### src/rtl/rr_burst_arbiter_pkg.sv
// Shared definitions for the round-robin burst arbiter: FSM state encoding
// and default sizing constants.
package arb_pkg;

  typedef enum logic {
    ARB_IDLE  = 1'b0,
    ARB_GRANT = 1'b1
  } arb_state_t;

  localparam int ARB_NUM_REQ   = 3;
  localparam int ARB_MAX_BURST = 4;

endpackage

### src/rtl/rr_burst_arbiter_pick.sv
// Rotate-priority encoder: returns the first set request bit found searching
// upward from ptr with wrap-around.
module rr_pick #(
  parameter int NUM_REQ = 3,
  parameter int ID_W    = $clog2(NUM_REQ)
) (
  input  logic [NUM_REQ-1:0] req,
  input  logic [ID_W-1:0]    ptr,
  output logic               valid,
  output logic [ID_W-1:0]    idx
);

  logic [ID_W:0]   sum;
  logic [ID_W-1:0] cand;

  // Walk offsets from farthest to nearest so the nearest hit wins.
  always_comb begin
    valid = 1'b0;
    idx   = '0;
    sum   = '0;
    cand  = '0;
    for (int i = NUM_REQ - 1; i >= 0; i--) begin
      sum = {1'b0, ptr} + (ID_W+1)'(i);
      if (sum >= (ID_W+1)'(NUM_REQ)) begin
        sum = sum - (ID_W+1)'(NUM_REQ);
      end
      cand = sum[ID_W-1:0];
      if (req[cand]) begin
        valid = 1'b1;
        idx   = cand;
      end
    end
  end

endmodule

### src/rtl/rr_burst_arbiter.sv
// Round-robin arbiter with bounded burst ownership; the owner keeps the grant
// while requesting, for at most MAX_BURST cycles, then ownership rotates.
module rr_burst_arbiter
  import arb_pkg::*;
#(
  parameter int NUM_REQ   = ARB_NUM_REQ,
  parameter int MAX_BURST = ARB_MAX_BURST,
  parameter int ID_W      = $clog2(NUM_REQ),
  parameter int CNT_W     = $clog2(MAX_BURST + 1)
) (
  input  logic               clk,
  input  logic               rst,
  input  logic [NUM_REQ-1:0] req,
  output logic [NUM_REQ-1:0] gnt,
  output logic [ID_W-1:0]    gnt_id,
  output logic               busy,
  output logic [CNT_W-1:0]   burst_cnt
);

  localparam logic [NUM_REQ-1:0] ONE = {{(NUM_REQ-1){1'b0}}, 1'b1};

  arb_state_t      state;
  logic [ID_W-1:0] ptr;
  logic [ID_W-1:0] next_ptr;
  logic [ID_W-1:0] pick_ptr;
  logic [ID_W-1:0] pick_idx;
  logic            pick_valid;
  logic            release_now;

  // The single encoder serves both the idle search and the release hand-off.
  assign next_ptr    = (gnt_id == ID_W'(NUM_REQ - 1)) ? '0 : gnt_id + ID_W'(1);
  assign pick_ptr    = (state == ARB_GRANT) ? next_ptr : ptr;
  assign release_now = !req[gnt_id] || (burst_cnt == CNT_W'(MAX_BURST));

  rr_pick #(
    .NUM_REQ (NUM_REQ),
    .ID_W    (ID_W)
  ) u_pick (
    .req   (req),
    .ptr   (pick_ptr),
    .valid (pick_valid),
    .idx   (pick_idx)
  );

  always_ff @(posedge clk or negedge rst) begin
    if (!rst) begin
      state     <= ARB_IDLE;
      ptr       <= '0;
      gnt       <= '0;
      gnt_id    <= '0;
      busy      <= 1'b0;
      burst_cnt <= '0;
    end else begin
      case (state)
        ARB_IDLE: begin
          if (pick_valid) begin
            state     <= ARB_GRANT;
            gnt       <= ONE << pick_idx;
            gnt_id    <= pick_idx;
            busy      <= 1'b1;
            burst_cnt <= CNT_W'(1);
          end
        end
        ARB_GRANT: begin
          if (!release_now) begin
            burst_cnt <= burst_cnt + CNT_W'(1);
          end else begin
            ptr <= next_ptr;
            if (pick_valid) begin
              gnt       <= ONE << pick_idx;
              gnt_id    <= pick_idx;
              burst_cnt <= CNT_W'(1);
            end else begin
              state     <= ARB_IDLE;
              gnt       <= '0;
              gnt_id    <= '0;
              busy      <= 1'b0;
              burst_cnt <= '0;
            end
          end
        end
        default: state <= ARB_IDLE;
      endcase
    end
  end

  a_req_known: assert property (@(posedge clk) disable iff (!rst) !$isunknown(req));
  a_gnt_onehot: assert property (@(posedge clk) disable iff (!rst) $onehot0(gnt));

endmodule

### config.mk
export PLATFORM = sky130hd
export DESIGN_NAME = rr_burst_arbiter
export DESIGN_NICKNAME = d
export VERILOG_FILES = /design/src/rtl/rr_burst_arbiter_pkg.sv /design/src/rtl/rr_burst_arbiter_pick.sv /design/src/rtl/rr_burst_arbiter.sv
export SDC_FILE = /design/constraint.sdc
export NUM_CORES = 1
export LEC_CHECK = 0
export BUFFER_PORTS_ARGS = -buffer_cell sky130_fd_sc_hd__buf_2
export CORE_ASPECT_RATIO = 1.1
export CORE_MARGIN = 2
export CORE_UTILIZATION = 35
export CTS_CLUSTER_DIAMETER = 120
export DETAILED_ROUTE_END_ITERATION = 10
export PLACE_DENSITY = 0.59
export SLEW_MARGIN = 30
export SYNTH_ARGS = -nofsm -noshare
export SYNTH_HDL_FRONTEND = slang
export SYNTH_SLANG_ARGS = --single-unit
### constraint.sdc
create_clock -name clk -period 7.2 [get_ports clk]
set_input_delay 1.44 -clock clk [delete_from_list [all_inputs] [get_ports clk]]
set_output_delay 1.44 -clock clk [all_outputs]
set_load 0.02 [all_outputs]
==> out/qor.yml <==
pwr-share-seq: 0.219
cts_num_sinks: 12
critPathMaxFanout: 10
clkPwrFrac: 0.096
hold_violations: 0
fmax_mhz: 315
vias: 790
n_antenna_cell: 0
synthToLayoutAreaGrowth_pct: 13.0
synth_cell_type_count: 33
holdWs_ns: 0.495
worstSkewPairLatency_ns: 0.28
syn_inst: 101
finalSetupViolations: 0
path_clk_slew_ns: 0.07
die_y_um: 57.8
yosys-top-cells-area: "dfrtp_1, ha_1, mux2i_1"
grt_pass1_wl_um: 3370
numCtsBuffers: 3
end_kind: "flip-flop"
design.portCount: 14
avgSynthCellArea_um2: 9.12
htreeDepth: 1
tightest_slew_ns: 0.466
p_comb_frac: 0.685
grt_pass1_vias: 786
yosys_register_bits: 12
die_w_um: 52.9
cp_top_family: "multiplexers"
slowest_delay_ns: 0.57
p_sw_frac: 0.471
cts_tree: "yes"
grt_max_degree: 13
slew_viol_final: 0
dp_hpwl_um: 1390
gp_congestion: 0.844
nets: 127
worstPathRequired_ns: 7.37
placementRows: 19
ys_seq_area_frac: 0.326
grt_overflow: 0
cts_setup_buffers: 0
rsz0062_at_grt: "false"
p_sw_uw: 268
cellInternalPower_uw: 301
skew_ns: 0.00462
grt.total_usage: 0.145
hold_buffers: 0
max_cap_violations: 0
cp.arrival_ns: 3.34
place.port_buffers: 13
period_needed_ns: 3.17
cts_resized: 0
p_leak_nw: 0.518
slew_headroom: 0.688
wl_per_cell_um: 12.7
hold_class: "flip-flop to flip-flop"
via_per_inst: 5.41
ys_warn_count: 0
timing.final.crit_share: 0.441
dieArea_um2: 3060
path_class: "flip-flop to flip-flop"
synth_largest_area_cell: "dfrtp_1"
netlist.area_leader.share: 0.326
tns_ns: 0
cts_max_path_buffers: 2
root_buffer: "clkbuf_4"
final_cell_mix: "buf_2, nand2_1, dfrtp_1, nor2_1, inv_1"
initial_core_util: 0.369
drive_above_1_share: 0.243
drt_iter0_markers: 9
synthesis.area_um2: 921
drtAntennaViolNets: 0
outcome: "finished clean"
grt_antenna_before_repair: 0
startpoint_type: "flip-flop"
core_um2: 2500
syn_nets: 112
layout.cells.most_common: "buf_2"
dr.pass1.iters: 4
cp_slowest_cell: "dfrtp_1"
path_cells: "mux2_2, inv_1, ha_1, mux2i_1, o22a_2, nor3b_4, ha_1, nor2_1, mux2_2, a22o_1"
power.density_nw_per_um2: 547
vdd_drop_max_mv: 0.287
critPathBufInv: 1
wl_um: 1860
drc: 0
cell usage after synthesis:
library cell / count
a21oi_1: 7
a32oi_1: 1
and2_1: 1
a211o_1: 3
o22a_2: 1
nand2_1: 12
nor2b_1: 3
and3b_1: 1
nor3b_1: 1
o221ai_1: 1
o22ai_1: 2
mux2_2: 4
nand3_1: 2
nor3b_4: 1
a31oi_1: 1
buf_2: 1
buf_6: 1
ha_1: 6
o2bb2ai_1: 1
mux2i_1: 6
and3b_4: 1
nand2b_1: 1
a211o_2: 1
inv_1: 8
nor2_1: 9
and2b_2: 1
o21ai_2: 1
o21bai_4: 1
dfrtp_1: 12
o2111ai_1: 1
clkbuf_1: 1
a22o_1: 3
o21ai_0: 5
state kept, by name (all words and copies together), names as in the netlist:
register and count:
gnt 3, busy 1, ptr 2, gnt_id 2, burst_cnt 3, state 1
cell type report:
class,count,area (µm²)
clock buffer,4,36.3
fill,261,1460
inverter,8,30.0
multi-input combinational,78,571
sequential,12,300
tap,31,38.8
timing repair buffer,13,65.1
power groups by stage:
stage	sequential [mW]	clock [mW]	combinational (mW)
floorplan	0.141	0	0.301
global placement	0.125	0	0.388
detailed placement	0.126	0	0.390
CTS	0.125	0.0568	0.391
global route	0.130	0.0599	0.441
finish	0.125	0.0547	0.390
kinds of logic (layout without fill, tap and decap cells):
| group | after synthesis | after routing | synth area share |
|---|---|---|---|
| simple gates | 33 | 33 | 0.192 |
| fa+ha+maj | 6 | 6 | 0.0815 |
| mux | 10 | 10 | 0.114 |
| buf+inv | 11 | 25 | 0.0543 |
| flops | 12 | 12 | 0.326 |
| compound gates | 29 | 29 | 0.232 |
per-stage QoR:
stage	setup slack [ns]	cell area (µm²)	power, mW	std cells	util
floorplan	4.21	921	0.442	101	-
detailed placement	3.92	1000	0.517	142	0.403
finish	4.03	1040	0.569	146	0.417
CTS	4.02	1040	0.573	146	0.417
global route	3.77	1040	0.631	146	0.417
global placement	3.96	1000	0.513	142	0.403
per-layer routing:
| layer | track usage | vias up | part of all wire |
|---|---|---|---|
| met5 | 0 | - | 0 |
| met3 | 0.0232 | 3 | 0.027 |
| met4 | 0.0330 | 0 | 0.0070 |
| met2 | 0.243 | 11 | 0.47 |
| li1 | - | 396 | - |
| met1 | 0.195 | 380 | 0.49 |
worst paths after layout:
path | from | end | slack [ns] | cells after the start
worst min register to register | busy$_DFFE_PN0P_ | busy$_DFFE_PN0P_ | 0.49 | 1
worst max-delay path | state$_DFF_PN0_ | burst_cnt[2]$_DFFE_PN0P_ | 4.03 | 10
min in group asynchronous | rst | ptr[0]$_DFFE_PN0P_ | 1.03 | 1
worst min-delay path | busy$_DFFE_PN0P_ | busy$_DFFE_PN0P_ | 0.49 | 1
max in group asynchronous | rst | gnt[0]$_DFFE_PN0P_ | 5.96 | 1
worst max register to register | state$_DFF_PN0_ | burst_cnt[2]$_DFFE_PN0P_ | 4.03 | 10
Note: power is estimated with default switching activity, not from simulation.
